$ cat src/rtl/ones_run_sched.sv
// ones_run_sched: round-robin scheduler sharing one serial run-of-ones
// detector among N_CH channels. One channel is granted for FRAME_LEN bit
// periods; a one-cycle summary (done/done_ch/hit/abort) follows every frame.
//
// Handshake: req[i] is a level request. A channel is granted when the block
// is idle and it wins the round-robin scan; the frame runs while req[cur]
// stays high. Dropping req[cur] during a frame ends it early (abort) and the
// bit presented in that cycle is discarded. done is a single-cycle pulse with
// done_ch/hit/abort valid only alongside it; there is no back-pressure.
module ones_run_sched #(
  parameter int N_CH      = 4,
  parameter int FRAME_LEN = 8,
  parameter int RUN_LEN   = 3,
  localparam int CW       = $clog2(N_CH)
) (
  input  logic            clk,
  input  logic            reset,
  input  logic [N_CH-1:0] req,
  input  logic [N_CH-1:0] data_in,
  output logic [N_CH-1:0] grant,
  output logic            busy,
  output logic            detect,
  output logic            done,
  output logic [CW-1:0]   done_ch,
  output logic            hit,
  output logic            abort,
  output logic [1:0]      dbg_state_o
);

  localparam int BW = (FRAME_LEN > 1) ? $clog2(FRAME_LEN) : 1;
  localparam int RW = $clog2(RUN_LEN + 1);
  localparam logic [N_CH-1:0] ONE_HOT0 = N_CH'(1);

  typedef enum logic [1:0] {
    S_IDLE   = 2'd0,
    S_RUN    = 2'd1,
    S_REPORT = 2'd2
  } state_t;

  state_t        state_q, state_d;
  logic [CW-1:0] ptr_q, ptr_d;
  logic [CW-1:0] cur_q, cur_d;
  logic [BW-1:0] bit_q, bit_d;
  logic [RW-1:0] run_q, run_d;
  logic          hit_q, hit_d;
  logic          abort_q, abort_d;

  logic [CW-1:0] win;
  logic          win_vld;

  // Round-robin pick: first requester after the last winner, wrapping.
  always_comb begin : arb
    int idx;
    logic [CW-1:0] cand;
    idx     = 0;
    cand    = '0;
    win     = '0;
    win_vld = 1'b0;
    for (int i = 1; i <= N_CH; i++) begin
      idx  = (int'(ptr_q) + i) % N_CH;
      cand = CW'(idx);
      if (!win_vld && req[cand]) begin
        win     = cand;
        win_vld = 1'b1;
      end
    end
  end

  // Next-state logic: arbitration in IDLE, bit/run counting in RUN,
  // single report cycle afterwards.
  always_comb begin
    state_d = state_q;
    ptr_d   = ptr_q;
    cur_d   = cur_q;
    bit_d   = bit_q;
    run_d   = run_q;
    hit_d   = hit_q;
    abort_d = abort_q;
    case (state_q)
      S_IDLE: begin
        if (win_vld) begin
          cur_d   = win;
          ptr_d   = win;
          bit_d   = '0;
          run_d   = '0;
          hit_d   = 1'b0;
          abort_d = 1'b0;
          state_d = S_RUN;
        end
      end
      S_RUN: begin
        if (!req[cur_q]) begin
          // Early end: this cycle's bit is dropped, counters keep their value.
          abort_d = 1'b1;
          state_d = S_REPORT;
        end else begin
          if (data_in[cur_q]) begin
            if (run_q != RW'(RUN_LEN)) run_d = run_q + 1'b1;
          end else begin
            run_d = '0;
          end
          // Use the updated count so a run completed by the last bit still hits.
          if (run_d == RW'(RUN_LEN)) hit_d = 1'b1;
          bit_d = bit_q + 1'b1;
          if (bit_q == BW'(FRAME_LEN - 1)) begin
            abort_d = 1'b0;
            state_d = S_REPORT;
          end
        end
      end
      S_REPORT: begin
        run_d   = '0;
        state_d = S_IDLE;
      end
      default: state_d = S_IDLE;
    endcase
  end

  // State register with synchronous reset; ptr starts at the last channel so
  // channel 0 wins first.
  always_ff @(posedge clk) begin
    if (reset) begin
      state_q <= S_IDLE;
      ptr_q   <= CW'(N_CH - 1);
      cur_q   <= '0;
      bit_q   <= '0;
      run_q   <= '0;
      hit_q   <= 1'b0;
      abort_q <= 1'b0;
    end else begin
      state_q <= state_d;
      ptr_q   <= ptr_d;
      cur_q   <= cur_d;
      bit_q   <= bit_d;
      run_q   <= run_d;
      hit_q   <= hit_d;
      abort_q <= abort_d;
    end
  end

  // Outputs are pure decodes of registered state.
  assign busy        = (state_q == S_RUN);
  assign done        = (state_q == S_REPORT);
  assign grant       = busy ? (ONE_HOT0 << cur_q) : '0;
  assign detect      = busy && (run_q == RW'(RUN_LEN));
  assign done_ch     = done ? cur_q : '0;
  assign hit         = done & hit_q;
  assign abort       = done & abort_q;
  assign dbg_state_o = state_q;

endmodule

$ cat config.mk
export PLATFORM = sky130hd
export DESIGN_NAME = ones_run_sched
export DESIGN_NICKNAME = d
export VERILOG_FILES = /design/src/rtl/ones_run_sched.sv
export SDC_FILE = /design/constraint.sdc
export NUM_CORES = 1
export LEC_CHECK = 0
export BUFFER_PORTS_ARGS = -buffer_cell sky130_fd_sc_hd__buf_2
export CAP_MARGIN = 20
export CORE_MARGIN = 4
export CORE_UTILIZATION = 47
export CTS_BUF_LIST = sky130_fd_sc_hd__clkbuf_8
export DETAILED_ROUTE_END_ITERATION = 6
export PLACE_DENSITY = 0.77
export SYNTH_ARGS = -nofsm -noshare
export SYNTH_HDL_FRONTEND = slang
export SYNTH_SLANG_ARGS = --single-unit
$ cat constraint.sdc
create_clock -name clk -period 1.65 [get_ports clk]
set_input_delay 0.33 -clock clk [delete_from_list [all_inputs] [get_ports clk]]
set_output_delay 0.33 -clock clk [all_outputs]
set_load 0.01 [all_outputs]
==> flow_metrics.tcl, run 1 <==
set metrics [dict create \
    outcome "finished clean" \
    synth-seq-cells 13 \
    io_pins 23 \
    finalPower_mw 0.953 \
    hold_violations 0 \
    worst_ep_arrival_time_ns 1.23 \
    max-vdd-ir-drop_uv 494 \
    overflow 0 \
    fin_crit_sh_pct 94.5 \
    yosys_warnings 0 \
    ant_nets 0 \
    final_common_cell "buf_2" \
    postCtsSetupBuffers 0 \
    critPathRequiredTime_ns 1.32 \
    cts_buffers 3 \
    yosysTopAreaCellShare_pct 33.5 \
    diodes 0 \
    cpPeakStageDelay_ns 0.34 \
    clkPwrFrac_pct 30.6 \
    holdBufCountCts 0 \
    setup_viol 0 \
    grt_antenna_before_repair 0 \
    period_minus_slack_ns 1.56 \
    finish.utilization_pct 67.3 \
    p_int_mw 0.644 \
    hpwl_mm 1.49 \
    final_net_count 142 \
    drt-initial-drc-count 11 \
    cts_root_buf "clkbuf_8" \
    clkTransAtPathRegs_ns 0.06 \
    die_h_um 48.6 \
    clock_path_buffers 2 \
    io_buffers 22 \
    die_x_um 48.6 \
    wl_per_cell_um 13.7 \
    setup_tns_ns 0 \
    power_density_nw_per_um2 918 \
    drive_above_1_share_pct 39.5 \
    p_comb_share_pct 29.3 \
    core_um2 1540 \
    routed_wl_mm 1.99 \
    switchingPower_mw 0.309 \
    grt_max_degree 14 \
    critPathLaunchType "register" \
    fmax_mhz 642 \
    end_kind "output pin" \
    drc 0 \
    dr.pass1.iters 4 \
    ys_top_cells_by_area "dfxtp_1 34%, a21oi_1 5.8%, nor2_1 4.8%" \
    max_slew.worst_pin.slew_ns 0.404 \
    p_leak_nw 0.486 \
    sequentialPowerShare_pct 40.1 \
    grt_pass1_vias 787 \
    crit_path_top_delay_cell "dfxtp_2" \
    clkSinkCount 13 \
    globalplace.congestion 0.813 \
    grt_first_pass_wirelength_mm 3.42 \
    area_delta_synth_final_pct 33.7 \
    yosysSeqAreaShare_pct 33.5 \
    dieArea_um2 2360 \
    worstSetupPathType "reg2out" \
    synth_area_leader_cell "dfxtp_1" \
    cts_tree "done" \
    crit_path_cell_trace "nand2b_1 -> buf_4 -> nor3b_2 -> buf_2" \
    grt_util_all_layers_pct 17.8 \
    clk-insertion-delay-late_ns 0.24 \
    rsz0062_at_grt "no" \
    swShare_pct 32.4 \
    synth_fp_nets 108 \
    min_path_type "in2reg" \
    holdWs_ns 0.426 \
    std_cell_rows 14 \
    r2r_slack_ns 0.09 \
    critical_path_buf_inv_count 2 \
    h-tree-depth 1 \
    postSynthCellCount 96 \
    avgSynthCellArea_um2 8.08 \
    vias 822 \
    maxCapViolations 0 \
    netlist_area_um2 776 \
    synth_cell_types 34 \
    via_per_inst 5.67 \
    drv_slew 0 \
    crit_family "flip-flops" \
    clock_skew_ns 0.00114 \
    critPathMaxFanout 5 \
    start_util_pct 50.3 \
    slew_headroom_pct 72.9 \
    final_cell_mix "22 x buf_2, 11 x buf_4, 10 x dfxtp_1" \
]
-- state kept, by name, summed over array words and instances (netlist names) --
register and count:
hit_q 1, ptr_q 2, dbg_state_o 2, run_q 2, cur_q 2, abort_q 1
bit_q 3
-- synthesized netlist by cell type (all sizes together) --
| cell | number |
|---|---|
| a211oi | 2 |
| a21boi | 1 |
| a21oi | 9 |
| a221oi | 2 |
| a31oi | 3 |
| and2 | 5 |
| and3 | 4 |
| buf | 1 |
| clkbuf | 3 |
| dfxtp | 13 |
| ha | 2 |
| inv | 7 |
| mux2i | 1 |
| mux4 | 2 |
| nand2 | 8 |
| nand2b | 4 |
| nand3 | 1 |
| nand3b | 1 |
| nor2 | 10 |
| nor2b | 1 |
| nor3 | 4 |
| nor3b | 1 |
| nor4 | 1 |
| o2111ai | 1 |
| o21ai | 4 |
| o21bai | 1 |
| o22ai | 1 |
| or2 | 1 |
| or4 | 2 |
-- final timing paths --
path | startpoint | to | depth (start not counted)
min reg2reg | bit_q[2] | bit_q[2] | 2
min | reset | bit_q[1] | 2
max | dbg_state_o[1] | grant[2] | 4
max reg2reg | cur_q[1] | run_q[1] | 4
-- metrics by stage --
step / cell area [µm²] / setup slack [ns] / instances
floorplan: 776 / 0.0111 / 96
global placement: 966 / 0.0237 / 141
detailed placement: 966 / -0.0214 / 141
CTS: 1010 / 0.0151 / 145
global route: 1040 / 0.0143 / 145
finish: 1040 / 0.0912 / 145
-- routing by layer --
layer	track usage (%)	up-vias	part of all wire, %
met4	6.73	0	1.2
li1	-	412	-
met2	31.7	18	52
met3	3.07	4	4.2
met1	20.9	388	42
met5	0	-	0
-- worst register-to-register path: cells and delay by family, from the launching register on --
| family | cells | cell delay (ns) |
|---|---|---|
| flip-flops | 1 | 0.33 |
| AND/OR/NAND/NOR | 2 | 0.39 |
| multiplexers | 1 | 0.51 |
| AO/OA/AOI/OAI | 1 | 0.24 |
-- final cells by class --
type,count,area [µm²]
Inverter,7,26.3
Fill cell,142,504
Clock inverter,1,5.00
Sequential cell,13,267
Tap cell,16,20.0
Multi-Input combinational cell,72,485
Clock buffer,3,41.3
Timing Repair Buffer,33,193
-- repair_timing --
action / in CTS / in global routing
endpoints found under the setup margin: 3 / 10
endpoints found under the hold margin: 0 / 0
gates resized for setup: 2 / 7
-- power by group through the flow --
stage / sequential (mW) / clock [mW] / combinational, mW
after floorplan: 0.373 / 0 / 0.169
after global placement: 0.381 / 0 / 0.262
after detailed placement: 0.384 / 0 / 0.269
after CTS: 0.377 / 0.295 / 0.272
after global routing: 0.387 / 0.314 / 0.312
final: 0.382 / 0.292 / 0.279
-- kinds of logic (layout without fill, tap and decap cells) --
family                   after synthesis  after routing  synth area share (%)
multiplexers                           3              3                  7.58
flip-flops                            13             13                  33.5
adder cells (fa/ha/maj)                2              2                  3.23
AND/OR/NAND/NOR                       43             43                  29.7
buffers and inverters                 11             44                  6.29
AO/OA/AOI/OAI                         24             24                  19.7
No activity file was read; power rests on OpenSTA's default activity.
==> run 2: changes to the inputs <==
==> config.mk (replaced) <==
export PLATFORM = sky130hd
export DESIGN_NAME = ones_run_sched
export DESIGN_NICKNAME = d
export VERILOG_FILES = /design/src/rtl/ones_run_sched.sv
export SDC_FILE = /design/constraint.sdc
export NUM_CORES = 1
export LEC_CHECK = 0
export ABC_CLOCK_PERIOD_IN_PS = 1650
export BUFFER_PORTS_ARGS = -buffer_cell sky130_fd_sc_hd__buf_2
export CAP_MARGIN = 20
export CORE_MARGIN = 4
export CORE_UTILIZATION = 44
export CTS_BUF_LIST = sky130_fd_sc_hd__clkbuf_16
export DETAILED_ROUTE_END_ITERATION = 6
export PLACE_DENSITY = 0.72
export SYNTH_ARGS = -nofsm -noshare
export SYNTH_HDL_FRONTEND = slang
export SYNTH_SLANG_ARGS = --single-unit
==> flow_metrics.tcl, run 2 (synthesis results as in run 1) <==
set metrics [dict create \
    end_kind "output pin" \
    fmax_mhz 636 \
    std_cell_rows 14 \
    largest_reg_flops 3 \
    dr.pass1.iters 4 \
    grt_max_degree 14 \
    setup_ws_ns 0.0770 \
    diodes 0 \
    wl_per_cell_um 13.2 \
    cts_root_buf "clkbuf_16" \
    clkTransAtPathRegs_ns 0.04 \
    ant_nets 0 \
    area_delta_synth_final_pct 31.9 \
    grt_util_all_layers_pct 15.2 \
    maxCapViolations 0 \
    met3_usage_pct 2.11 \
    max-vdd-ir-drop_uv 502 \
    hpwl_mm 1.40 \
    min-delay-start "reset" \
    grt_use_met1_pct 19.3 \
    io_pins 23 \
    drv_slew 0 \
    routed_wl_mm 1.85 \
    cts_tree "done" \
    fillCellCount 133 \
    top_usage_layer "met2" \
    postCtsSetupBuffers 0 \
    grt_pass1_vias 689 \
    grt_first_pass_wirelength_mm 3.02 \
    drive_above_1_share_pct 36.3 \
    core_um2 1580 \
    h-tree-depth 1 \
    critPathMaxFanout 5 \
    p_leak_nw 0.479 \
    crit_path_start "dbg_state_o[1]" \
    via_per_inst 5.70 \
    critPathRequiredTime_ns 1.32 \
    final_net_count 137 \
    slew_headroom_pct 71.0 \
    drt-initial-drc-count 17 \
    r2r_start "cur_q[1]" \
    fin_crit_sh_pct 95.3 \
    start_util_pct 49.2 \
    globalplace.congestion 0.822 \
    setup_viol 0 \
    pre_cts_ws_ns -0.00993 \
    die_h_um 50.0 \
    vias 798 \
    final_common_cell "buf_2" \
    finish.utilization_pct 64.9 \
    drc 0 \
    min_path_type "in2reg" \
    finalPower_mw 1.09 \
    clock_path_buffers 2 \
    clk-insertion-delay-late_ns 0.24 \
    hold_violations 0 \
    cts_buffers 3 \
    dieArea_um2 2500 \
    io_buffers 22 \
    die_x_um 50.0 \
    critPathLaunchType "register" \
    power_density_nw_per_um2 1060 \
    max_slew.worst_pin.slew_ns 0.432 \
    period_minus_slack_ns 1.57 \
    final_cell_mix "22 x buf_2, 10 x dfxtp_1, 9 x nor2_1, 9 x a21oi_1, 8 x nand2_1" \
    overflow 0 \
    grt_antenna_before_repair 0 \
    top_register "bit_q" \
    met2_usage_pct 25.7 \
    worst_ep_arrival_time_ns 1.24 \
    clock_skew_ns 0.00127 \
    worstSetupPathType "reg2out" \
    outcome "finished clean" \
    clkSinkCount 13 \
]
## run 2: changes by cell type in the layout (fill, tap and decap cells not counted)
cell / delta
nor2_2: +1
a31oi_1: +1
clkbuf_16: +3
clkbuf_8: -3
buf_4: -5
inv_1: +1
clkinv_2: -1
nor3_2: +1
dfxtp_2: +1
nor2_4: -1
nor3_1: -1
a31oi_2: -1
dfxtp_4: -1
## run 2: layout make-up
cell class | instances | area [µm²] | area share, %
multi-input combinational | 72 | 479 | 46.8
tap | 16 | 20.0 | 1.96
inverter | 7 | 26.3 | 2.57
sequential | 13 | 264 | 25.8
clock buffer | 3 | 75.1 | 7.33
timing repair buffer | 28 | 155 | 15.2
clock inverter | 1 | 3.75 | 0.367
## run 2: worst paths after layout
check,endpoint,slack [ns],cells after the start
min,bit_q[2],0.44,2
max reg2reg,run_q[1],0.09,4
min reg2reg,abort_q,0.48,2
max,grant[2],0.08,4
## run 2: power by group
group	switching (mW)	internal, mW
Sequential	0.0377	0.347
Clock	0.129	0.319
Combinational	0.138	0.116
Total	0.304	0.782
## run 2: critical path, stage by stage, from the launching register on
cell and delay, ns:
dfxtp_1 0.33, nand2b_1 0.17, buf_4 0.16, nor3b_2 0.18
buf_2 0.16
## run 2: stage by stage
step           hold slack, ns  area, µm²    TNS [ns]  std cells
6_report                0.437       1020           0        140
3_3_place_gp            0.472        928           0        136
2_1_floorplan           0.396        776           0         96
5_1_grt                 0.455       1020  -0.0000654        140
3_5_place_dp            0.474        928    -0.00993        136
4_1_cts                 0.428       1010           0        140
## run 2: timing repair
item / in CTS / in global routing
hold buffers: 0 / 0
gates cloned: 0 / 0
setup endpoints to repair: 4 / 4
pin swaps: 0 / 0
endpoints found under the hold margin: 0 / 0
resized for setup: 2 / 5
## run 2: layer usage
metal,vias to the layer above,share of wire (%)
met5,-,0
met4,0,0
met3,0,6.2
met2,24,48
met1,370,46
li1,404,-
==> run 3: changes to the inputs <==
--- a/config.mk
+++ b/config.mk
@@ -9,10 +9,10 @@
 export BUFFER_PORTS_ARGS = -buffer_cell sky130_fd_sc_hd__buf_2
 export CAP_MARGIN = 20
 export CORE_MARGIN = 4
-export CORE_UTILIZATION = 44
+export CORE_UTILIZATION = 38
 export CTS_BUF_LIST = sky130_fd_sc_hd__clkbuf_16
 export DETAILED_ROUTE_END_ITERATION = 6
-export PLACE_DENSITY = 0.72
+export PLACE_DENSITY = 0.64
 export SYNTH_ARGS = -nofsm -noshare
 export SYNTH_HDL_FRONTEND = slang
 export SYNTH_SLANG_ARGS = --single-unit
==> flow_metrics.tcl, run 3 (synthesis results as in run 1) <==
set metrics [dict create \
    holdBufCountCts 0 \
    ant_nets 0 \
    die_x_um 53.2 \
    max_slew.worst_pin.slew_ns 0.445 \
    worstHoldEndpoint "bit_q[2]" \
    clkSinkCount 13 \
    top_register "bit_q" \
    period_minus_slack_ns 1.59 \
    r2r_start "cur_q[1]" \
    final_net_count 142 \
    min_path_cells 2 \
    clock_skew_ns 0.00442 \
    critPathRequiredTime_ns 1.80 \
    reg2reg_depth 4 \
    routed_wl_mm 2.00 \
    holdWs_ns 0.428 \
    hpwl_mm 1.52 \
    setup_ws_ns 0.0578 \
    rsz0062_at_grt "yes" \
    std_cell_rows 16 \
    cts_tree "done" \
    end_kind "register" \
    drive_above_1_share_pct 38.0 \
    io_buffers 22 \
    setup_viol 0 \
    clk-insertion-delay-late_ns 0.24 \
    io_pins 23 \
    grt_util_all_layers_pct 16.3 \
    final_common_cell "buf_2" \
    critPathLaunchType "register" \
    timing.rr.end "run_q[1]" \
    fin_crit_sh_pct 96.5 \
    grt_antenna_before_repair 0 \
    grt_pass1_vias 781 \
    drt-initial-drc-count 14 \
    clock_path_buffers 2 \
    outcome "finished clean" \
    via_per_inst 5.25 \
    drc 0 \
    critical_path_buf_inv_count 0 \
    grt_first_pass_wirelength_mm 3.35 \
    pre_cts_ws_ns -0.0152 \
    overflow 0 \
    p_leak_nw 0.501 \
    dieArea_um2 2830 \
    grt_max_degree 14 \
    h-tree-depth 1 \
    maxCapViolations 0 \
    cts_buffers 3 \
    vias 819 \
    cts_root_buf "clkbuf_16" \
    critPathMaxFanout 6 \
    globalplace.congestion 0.863 \
    crit_path_cell_trace "mux4_2 -> and2_4 -> or2_1 -> a221oi_2" \
    hold_violations 0 \
    wl_per_cell_um 12.8 \
    worst_ep_arrival_time_ns 1.74 \
    clkTransAtPathRegs_ns 0.05 \
    min-delay-start "reset" \
    largest_reg_flops 3 \
    core_um2 1940 \
    final_cell_mix "22 x buf_2, 11 x buf_4, 9 x nor2_1, 9 x a21oi_1, 9 x dfxtp_1" \
    drv_slew 0 \
    fmax_mhz 628 \
    diodes 0 \
    cpPeakStageDelay_ns 0.50 \
    start_util_pct 39.9 \
    die_h_um 53.2 \
    power_density_nw_per_um2 1040 \
    dr.pass1.iters 4 \
    crit_path_top_delay_cell "mux4_2" \
    worstSetupPathType "reg2reg" \
    r2r_slack_ns 0.06 \
    crit_family "multiplexers" \
    min_path_type "in2reg" \
    max-vdd-ir-drop_uv 559 \
    area_delta_synth_final_pct 37.4 \
    slew_headroom_pct 70.1 \
]
## run 3: repair_timing
action,4_1_cts,5_1_grt
setup endpoints to repair,8,7
gates resized for setup,3,4
pin swaps,0,1
setup buffers,0,2
gates cloned,0,0
## run 3: cell type report
| type | instances | area [µm²] |
|---|---|---|
| inverter | 7 | 26.3 |
| tap | 27 | 33.8 |
| sequential | 13 | 265 |
| clock buffer | 3 | 75.1 |
| fill | 194 | 876 |
| timing repair buffer | 33 | 193 |
| clock inverter | 1 | 3.75 |
| multi-input combinational | 72 | 469 |
## run 3: routing by layer
metal	vias to the layer above	global-route usage, %	share of wire, %
met5	-	0	0
met4	0	3.83	0.35
met3	2	5.63	5.3
met2	18	28.3	48
met1	388	18.9	46
li1	411	-	-
## run 3: how the worst max path moves through the flow
stage / from / endpoint / slack, ns / cells past startpoint
after global routing: cur_q[1] / run_q[1] / -0.03 / 4
after CTS: dbg_state_o[1] / grant[2] / 0.03 / 4
final: cur_q[1] / run_q[1] / 0.06 / 4
after global placement: req[3] / run_q[1] / 0.01 / 5
after floorplan: cur_q[1] / run_q[1] / 0.01 / 5
after detailed placement: req[3] / run_q[1] / -0.02 / 5
## run 3: power breakdown
group          internal [mW]  total [mW]  switching (mW)
Clock                  0.319       0.450           0.131
Sequential             0.348       0.387          0.0394
Combinational          0.129       0.271           0.143
## run 3: stage by stage
step / power (mW) / instances / TNS [ns] / area, µm² / util [%]
floorplan: 0.542 / 96 / 0 / 776 / -
global placement: 0.639 / 150 / 0 / 965 / 49.7
detailed placement: 0.645 / 150 / -0.0152 / 965 / 49.7
CTS: 1.10 / 154 / 0 / 1050 / 53.9
global route: 1.17 / 156 / -0.0564 / 1070 / 54.9
finish: 1.11 / 156 / 0 / 1070 / 54.9
